==> config.mk <==
export PLATFORM = sky130hd
export DESIGN_NAME = display_scan_ctrl
export DESIGN_NICKNAME = d
export VERILOG_FILES = /design/src/rtl/display_scan_ctrl.sv
export SDC_FILE = /design/constraint.sdc
export NUM_CORES = 1
export LEC_CHECK = 0
export ABC_AREA = 1
export BUFFER_PORTS_ARGS = -buffer_cell sky130_fd_sc_hd__buf_2
export CORE_ASPECT_RATIO = 0.7
export CORE_MARGIN = 2
export CORE_UTILIZATION = 56
export DETAILED_ROUTE_END_ITERATION = 12
export MAX_ROUTING_LAYER = met4
export PLACE_DENSITY_LB_ADDON = 0.15
export SLEW_MARGIN = 0
export SYNTH_ARGS = -nofsm -noshare
export SYNTH_HDL_FRONTEND = slang
export SYNTH_SLANG_ARGS = --single-unit
==> constraint.sdc <==
create_clock -name clk -period 2.9 [get_ports clk]
set_input_delay 0.29 -clock clk [delete_from_list [all_inputs] [get_ports clk]]
set_output_delay 0.29 -clock clk [all_outputs]
set_load 0.1 [all_outputs]
==> src/rtl/display_scan_ctrl.sv <==
// display_scan_ctrl
//   Converts a loaded binary value to BCD with a sequential double-dabble FSM.
//   When a conversion finishes, all display codes are replaced in one cycle.
//   A free-running scanner multiplexes those codes onto one shared BCD decoder.
//
// Ports
//   clk         system clock, rising edge
//   rst_n       asynchronous active-low reset
//   load        start a conversion of value (ignored while busy)
//   value       binary value to show
//   en          1: digit enables scan; 0: all enables high (display off)
//   busy        conversion in progress
//   done        one-cycle pulse when the new digits become visible
//   ovf         last accepted value exceeded 10^NUM_DIGITS-1
//   digit_code  BCD code to the decoder, 4'hF = blank
//   an          active-low digit enables
module display_scan_ctrl #(
  parameter int NUM_DIGITS    = 4,
  parameter int BIN_W         = 14,
  parameter int REFRESH_DIV   = 50000,
  parameter bit BLANK_LEADING = 1'b1
) (
  input  logic                  clk,
  input  logic                  rst_n,
  input  logic                  load,
  input  logic [BIN_W-1:0]      value,
  input  logic                  en,
  output logic                  busy,
  output logic                  done,
  output logic                  ovf,
  output logic [3:0]            digit_code,
  output logic [NUM_DIGITS-1:0] an
);

  localparam int BCD_W = 4 * NUM_DIGITS;
  localparam int CNT_W = $clog2(BIN_W + 1);
  localparam int PRE_W = (REFRESH_DIV > 1) ? $clog2(REFRESH_DIV) : 1;
  localparam int IDX_W = (NUM_DIGITS > 1) ? $clog2(NUM_DIGITS) : 1;

  localparam logic [CNT_W-1:0] CNT_LAST = CNT_W'(BIN_W - 1);
  localparam logic [PRE_W-1:0] PRE_LAST = PRE_W'(REFRESH_DIV - 1);
  localparam logic [IDX_W-1:0] IDX_LAST = IDX_W'(NUM_DIGITS - 1);

  typedef logic [NUM_DIGITS-1:0][3:0] codes_t;

  typedef enum logic [1:0] {
    S_IDLE    = 2'd0,
    S_CONVERT = 2'd1,
    S_UPDATE  = 2'd2
  } state_t;

  function automatic logic [63:0] pow10(input int n);
    logic [63:0] p;
    p = 64'd1;
    for (int i = 0; i < n; i++) begin
      p = p * 64'd10;
    end
    return p;
  endfunction

  localparam logic [63:0] MAX_VAL = pow10(NUM_DIGITS) - 64'd1;

  // Double-dabble correction: every nibble >= 5 gets +3 before the shift.
  function automatic logic [BCD_W-1:0] dabble_adjust(input logic [BCD_W-1:0] b);
    logic [BCD_W-1:0] r;
    r = b;
    for (int i = 0; i < NUM_DIGITS; i++) begin
      r[4*i +: 4] = (b[4*i +: 4] >= 4'd5) ? (b[4*i +: 4] + 4'd3) : b[4*i +: 4];
    end
    return r;
  endfunction

  // Turns the BCD result into display codes: overflow blanks everything,
  // leading zeros above the top nonzero digit blank optionally, digit 0 never.
  function automatic codes_t format_codes(input logic [BCD_W-1:0] b, input logic over);
    codes_t c;
    logic   seen;
    seen = 1'b0;
    c    = '1;
    for (int i = NUM_DIGITS - 1; i >= 0; i--) begin
      if (over) begin
        c[i] = 4'hF;
      end else if (i == 0) begin
        c[i] = b[3:0];
      end else begin
        seen = seen | (b[4*i +: 4] != 4'd0);
        c[i] = (BLANK_LEADING && !seen) ? 4'hF : b[4*i +: 4];
      end
    end
    return c;
  endfunction

  state_t           state_q, state_d;
  logic [BIN_W-1:0] bin_q, bin_d;
  logic [BCD_W-1:0] bcd_q, bcd_d;
  logic [CNT_W-1:0] cnt_q, cnt_d;
  logic             ovf_pend_q, ovf_pend_d;
  logic             ovf_q, ovf_d;
  logic             busy_q, busy_d;
  logic             done_q, done_d;
  codes_t           codes_q, codes_d;

  logic [PRE_W-1:0]      presc_q, presc_d;
  logic [IDX_W-1:0]      idx_q, idx_d;
  logic [NUM_DIGITS-1:0] an_q, an_d;
  logic [3:0]            digit_code_q, digit_code_d;

  // Conversion FSM next-state and datapath.
  always_comb begin
    state_d    = state_q;
    bin_d      = bin_q;
    bcd_d      = bcd_q;
    cnt_d      = cnt_q;
    ovf_pend_d = ovf_pend_q;
    ovf_d      = ovf_q;
    busy_d     = busy_q;
    done_d     = 1'b0;
    codes_d    = codes_q;
    case (state_q)
      S_IDLE: begin
        if (load) begin
          bin_d      = value;
          bcd_d      = '0;
          cnt_d      = '0;
          ovf_pend_d = ({{(64-BIN_W){1'b0}}, value} > MAX_VAL);
          busy_d     = 1'b1;
          state_d    = S_CONVERT;
        end else begin
          state_d = S_IDLE;
        end
      end
      S_CONVERT: begin
        {bcd_d, bin_d} = {dabble_adjust(bcd_q), bin_q} << 1;
        cnt_d          = cnt_q + CNT_W'(1);
        if (cnt_q == CNT_LAST) begin
          state_d = S_UPDATE;
        end else begin
          state_d = S_CONVERT;
        end
      end
      S_UPDATE: begin
        // All codes change on the same edge so the scanner never shows a mix.
        codes_d = format_codes(bcd_q, ovf_pend_q);
        ovf_d   = ovf_pend_q;
        done_d  = 1'b1;
        busy_d  = 1'b0;
        state_d = S_IDLE;
      end
      default: begin
        busy_d  = 1'b0;
        state_d = S_IDLE;
      end
    endcase
  end

  // Free-running scanner; outputs lag the index by one register stage.
  always_comb begin
    if (presc_q == PRE_LAST) begin
      presc_d = '0;
      idx_d   = (idx_q == IDX_LAST) ? '0 : (idx_q + IDX_W'(1));
    end else begin
      presc_d = presc_q + PRE_W'(1);
      idx_d   = idx_q;
    end
    an_d         = en ? ~(NUM_DIGITS'(1) << idx_q) : '1;
    digit_code_d = codes_q[idx_q];
  end

  // State registers for FSM, codes and scanner.
  always_ff @(posedge clk or negedge rst_n) begin
    if (!rst_n) begin
      state_q      <= S_IDLE;
      bin_q        <= '0;
      bcd_q        <= '0;
      cnt_q        <= '0;
      ovf_pend_q   <= 1'b0;
      ovf_q        <= 1'b0;
      busy_q       <= 1'b0;
      done_q       <= 1'b0;
      codes_q      <= '1;
      presc_q      <= '0;
      idx_q        <= '0;
      an_q         <= '1;
      digit_code_q <= 4'hF;
    end else begin
      state_q      <= state_d;
      bin_q        <= bin_d;
      bcd_q        <= bcd_d;
      cnt_q        <= cnt_d;
      ovf_pend_q   <= ovf_pend_d;
      ovf_q        <= ovf_d;
      busy_q       <= busy_d;
      done_q       <= done_d;
      codes_q      <= codes_d;
      presc_q      <= presc_d;
      idx_q        <= idx_d;
      an_q         <= an_d;
      digit_code_q <= digit_code_d;
    end
  end

  assign busy       = busy_q;
  assign done       = done_q;
  assign ovf        = ovf_q;
  assign digit_code = digit_code_q;
  assign an         = an_q;

endmodule

==> impl_results.html <==
<table>
<tr><th>Metric</th><th>Value</th></tr>
<tr><th colspan="2">CTS</th></tr>
<tr><td>Clock root cell</td><td>sky130_fd_sc_hd__clkbuf_8</td></tr>
<tr><td>Post-cts gate resize count</td><td>0</td></tr>
<tr><td>H-tree levels</td><td>3</td></tr>
<tr><td>Cts bufs inserted</td><td>9</td></tr>
<tr><td>Clock Pin Slew Worst Setup and Hold Paths</td><td>0.08 ns</td></tr>
<tr><td>Hold buffers post-CTS</td><td>0</td></tr>
<tr><td>CTS Buffer Depth</td><td>2</td></tr>
<tr><td>Clock net sink count</td><td>82</td></tr>
<tr><td>Clock tree from TritonCTS</td><td>yes</td></tr>
<tr><td>Post-CTS setup-driven buffer insertion count</td><td>0</td></tr>
<tr><td>Worst skew pair latency</td><td>0.35 ns</td></tr>
<tr><th colspan="2">STA</th></tr>
<tr><td>Setup Viol. Count Final</td><td>0</td></tr>
<tr><td>Number of pins with negative max-slew slack in the final report</td><td>0</td></tr>
<tr><td>Max Clock Skew</td><td>0.01032 ns</td></tr>
<tr><td>Worst hold slack</td><td>0.1053 ns</td></tr>
<tr><td>Final period utilization</td><td>54.46%</td></tr>
<tr><td>Actual transition at the worst max-transition pin</td><td>1.015 ns</td></tr>
<tr><td>Setup TNS Final</td><td>0 ns</td></tr>
<tr><td>Post-layout min period</td><td>1.579 ns</td></tr>
<tr><td>Unrepaired setup endpoints after global routing</td><td>no</td></tr>
<tr><td>Maximum achievable frequency</td><td>0.6332 GHz</td></tr>
<tr><td>Relative slew margins</td><td>32.35%</td></tr>
<tr><td>Hold Vio Cnt, Final</td><td>0</td></tr>
<tr><th colspan="2">Floorplan</th></tr>
<tr><td>Initial Util</td><td>57.02%</td></tr>
<tr><td>Width of the die</td><td>106.5 um</td></tr>
<tr><td>Area of the die</td><td>0.008066 mm^2</td></tr>
<tr><td>Core Area</td><td>0.007222 mm^2</td></tr>
<tr><td>Count of pins on the block boundary</td><td>29</td></tr>
<tr><td>Count of standard-cell rows</td><td>26</td></tr>
<tr><td>Die Span Y</td><td>75.75 um</td></tr>
<tr><th colspan="2">Placed design</th></tr>
<tr><td>IO buf count</td><td>28</td></tr>
<tr><td>Placer's final routability congestion estimate</td><td>0.9212</td></tr>
<tr><td>Half-perimeter wire length after detailed placement</td><td>5646 um</td></tr>
<tr><th colspan="2">Yosys</th></tr>
<tr><td>Most common flop cell mapped by yosys</td><td>sky130_fd_sc_hd__dfrtp_1</td></tr>
<tr><td>Syn Inst Count</td><td>475</td></tr>
<tr><td>Count of flip-flops with a built-in enable after synthesis</td><td>0</td></tr>
<tr><td>Post-synthesis async set-or-reset flop share</td><td>100.0%</td></tr>
<tr><td>YS warnings</td><td>0</td></tr>
<tr><td>Mean area per synthesized cell</td><td>8.669 um^2</td></tr>
<tr><td>Netlist area before placement</td><td>0.004118 mm^2</td></tr>
<tr><td>Biggest area contributors in the synthesized netlist</td><td>sky130_fd_sc_hd__dfrtp_1 35%, sky130_fd_sc_hd__dfstp_2 15%, sky130_fd_sc_hd__nand2_1 9.7%, sky130_fd_sc_hd__nor2_1 6.3%, sky130_fd_sc_hd__ha_1 5.2%</td></tr>
<tr><td>Most frequent cell after synthesis</td><td>sky130_fd_sc_hd__nand2_1</td></tr>
<tr><td>Leading post-synthesis cells by instance count</td><td>106 x sky130_fd_sc_hd__nand2_1, 69 x sky130_fd_sc_hd__nor2_1, 58 x sky130_fd_sc_hd__dfrtp_1, 51 x sky130_fd_sc_hd__inv_1</td></tr>
<tr><td>Area share of the largest cell type after synthesis</td><td>35.25%</td></tr>
<tr><td>Synthesized Nets</td><td>510</td></tr>
<tr><td>Number of distinct library cells after synthesis</td><td>33</td></tr>
<tr><td>Cell taking the most area after synthesis</td><td>sky130_fd_sc_hd__dfrtp_1</td></tr>
<tr><td>Fraction of the yosys area taken by sequential cells</td><td>50.56%</td></tr>
<tr><td>Flip-flop and latch count after synthesis</td><td>82</td></tr>
<tr><th colspan="2">Finish</th></tr>
<tr><td>Layout net count</td><td>539</td></tr>
<tr><td>Area delta synth-&gt;final</td><td>9.420%</td></tr>
<tr><td>Ratio of cells with drive above 1 in the final layout</td><td>19.65%</td></tr>
<tr><td>ANT cells</td><td>0</td></tr>
<tr><th colspan="2">Routing</th></tr>
<tr><td>DRC Markers</td><td>0</td></tr>
<tr><td>Via count</td><td>3126</td></tr>
<tr><td>First drt pass iteration count</td><td>5</td></tr>
<tr><td>Avg WL per Cell</td><td>13.34 um</td></tr>
<tr><td>Count of antenna-violating nets left after detailed routing</td><td>0</td></tr>
<tr><td>Post-Route WL</td><td>8095 um</td></tr>
<tr><td>Starting DRC count in detailed routing</td><td>214</td></tr>
<tr><td>Via-per-instance ratio</td><td>5.150</td></tr>
<tr><th colspan="2">GRT</th></tr>
<tr><td>Met2 Resource Use GR</td><td>34.47%</td></tr>
<tr><td>Overflow left after global routing</td><td>0</td></tr>
<tr><td>Total Routing Usage GR</td><td>22.83%</td></tr>
<tr><td>Via count of the first global-routing pass</td><td>2886</td></tr>
<tr><td>Most used routing layer in global routing</td><td>met2</td></tr>
<tr><td>Largest net degree at the start of global routing</td><td>83</td></tr>
<tr><td>Global Route met1 Usage</td><td>31.55%</td></tr>
<tr><td>GR met3 Demand/Resource</td><td>4.790%</td></tr>
<tr><td>Wire length of the first global-routing pass</td><td>13680 um</td></tr>
<tr><td>Initial antenna violation count</td><td>0</td></tr>
<tr><th colspan="2">Worst setup path</th></tr>
<tr><td>Critical path arrival</td><td>1.86 ns</td></tr>
<tr><td>Required time of the critical path</td><td>3.18 ns</td></tr>
<tr><td>WS Path Type</td><td>register to register</td></tr>
<tr><td>Count of buffering cells on the critical path with inverters included</td><td>1</td></tr>
<tr><td>Cell Chain, Critical Path</td><td>inv_1 &gt; ha_1 &gt; nand2_1 &gt; nor2_1 &gt; nand2_1 &gt; nand2_1 &gt; nand2_1 &gt; a21oi_1</td></tr>
<tr><td>Worst path max stage delay</td><td>0.44 ns</td></tr>
<tr><td>Cell family with most CP delay</td><td>simple AND/OR/NAND/NOR gates</td></tr>
<tr><td>Endpoint type of the worst setup path</td><td>register</td></tr>
<tr><td>Slack of the worst reg-to-reg path</td><td>1.32 ns</td></tr>
<tr><td>Crit start category</td><td>register</td></tr>
<tr><td>Critical-path maximum fanout</td><td>5</td></tr>
<tr><td>Cell mode on critical path</td><td>sky130_fd_sc_hd__nand2_1</td></tr>
<tr><td>Master of the slowest instance on the critical path</td><td>sky130_fd_sc_hd__dfrtp_1</td></tr>
<tr><th colspan="2">Power and ir drop</th></tr>
<tr><td>Maximum ir drop on the vdd rail</td><td>557.0 uV</td></tr>
<tr><td>LEAKAGE</td><td>0.002133 uW</td></tr>
<tr><td>Power per Cell Area</td><td>934.9 mW/mm^2</td></tr>
<tr><th colspan="2">Flow run</th></tr>
<tr><td>MaxCap Viol Count</td><td>0</td></tr>
<tr><th colspan="2">Worst hold path</th></tr>
<tr><td>Hold crit path type</td><td>input pin to async pin</td></tr>
<tr><th colspan="2">Outcome</th></tr>
<tr><td>Status</td><td>complete, no violations</td></tr>
</table>
==> placed cells by master, fill, tap and decap left out, types with 10 or more instances in the layout <==
cell                       synthesis  layout
sky130_fd_sc_hd__nor2_1           69      69
sky130_fd_sc_hd__clkbuf_8          0      10
sky130_fd_sc_hd__dfrtp_1          58      58
sky130_fd_sc_hd__o21ai_0          26      26
sky130_fd_sc_hd__nand3_1          26      26
sky130_fd_sc_hd__buf_2             2      27
sky130_fd_sc_hd__a21oi_1          18      18
sky130_fd_sc_hd__dfstp_2          24      24
sky130_fd_sc_hd__ha_1             17      17
sky130_fd_sc_hd__inv_1            51      51
sky130_fd_sc_hd__nand2_1         106     106
==> layer usage <==
layer,vias up,wire [um]
met1,1482,4176
met5,-,0
met3,2,265
met2,68,3639
li1,1574,-
met4,0,14
==> final timing paths <==
check                           startpoint           to  depth (start not counted)
worst max-delay path             bcd_q[12]   codes_q[6]                          8
worst min-delay path                 rst_n  presc_q[13]                          1
worst max register to register   bcd_q[12]   codes_q[6]                          8
worst min register to register  presc_q[0]   presc_q[0]                          1
max in group asynchronous            rst_n     bcd_q[5]                          1
min in group clk                        en        an[2]                          2
==> where the power goes <==
group | internal [uW] | switching (uW) | leakage [uW] | total [uW]
logic | 513 | 1060 | 0.00104 | 1570
registers | 1540 | 253 | 0.000987 | 1790
clock network | 442 | 411 | 0.000108 | 853
==> sequential cells by signal, summed over array words and instances, names as in the netlist, 2 cells and up <==
signal,cells
state_q,2
bin_q,14
presc_q,16
bcd_q,16
cnt_q,4
idx_q,2
digit_code,4
codes_q,16
an,4
==> logic make-up (layout without fill, tap and decap cells) <==
logic type / after synthesis / in the layout / share of synthesized area, %
XOR/XNOR: 11 / 11 / 2.340
buffers and inverters: 68 / 102 / 7.383
AO/OA/AOI/OAI: 79 / 79 / 12.37
AND/OR/NAND/NOR: 218 / 218 / 22.18
adder cells (fa/ha/maj): 17 / 17 / 5.166
flip-flops: 82 / 82 / 50.56
==> through the flow <==
stage	utilization, %	instance area [um^2]	power [uW]	cells	setup slack [ns]
2_1_floorplan	-	4118	3068	475	1.592
3_3_place_gp	59.51	4298	3318	591	1.360
3_5_place_dp	59.51	4298	3386	591	1.343
4_1_cts	62.39	4506	4233	607	1.311
5_1_grt	62.39	4506	4541	607	1.181
6_report	62.39	4506	4212	607	1.321
==> layout make-up <==
| class | count | area, um^2 |
|---|---|---|
| clock buffers | 14 | 195.2 |
| clock inverters | 2 | 12.51 |
| fillers | 662 | 2716 |
| inverters | 58 | 219.0 |
| multi-input cells | 325 | 1732 |
| flip-flops and latches | 82 | 2082 |
| well taps | 98 | 122.6 |
| repair buffers | 28 | 142.6 |
No activity file was read; power rests on OpenSTA's default activity.
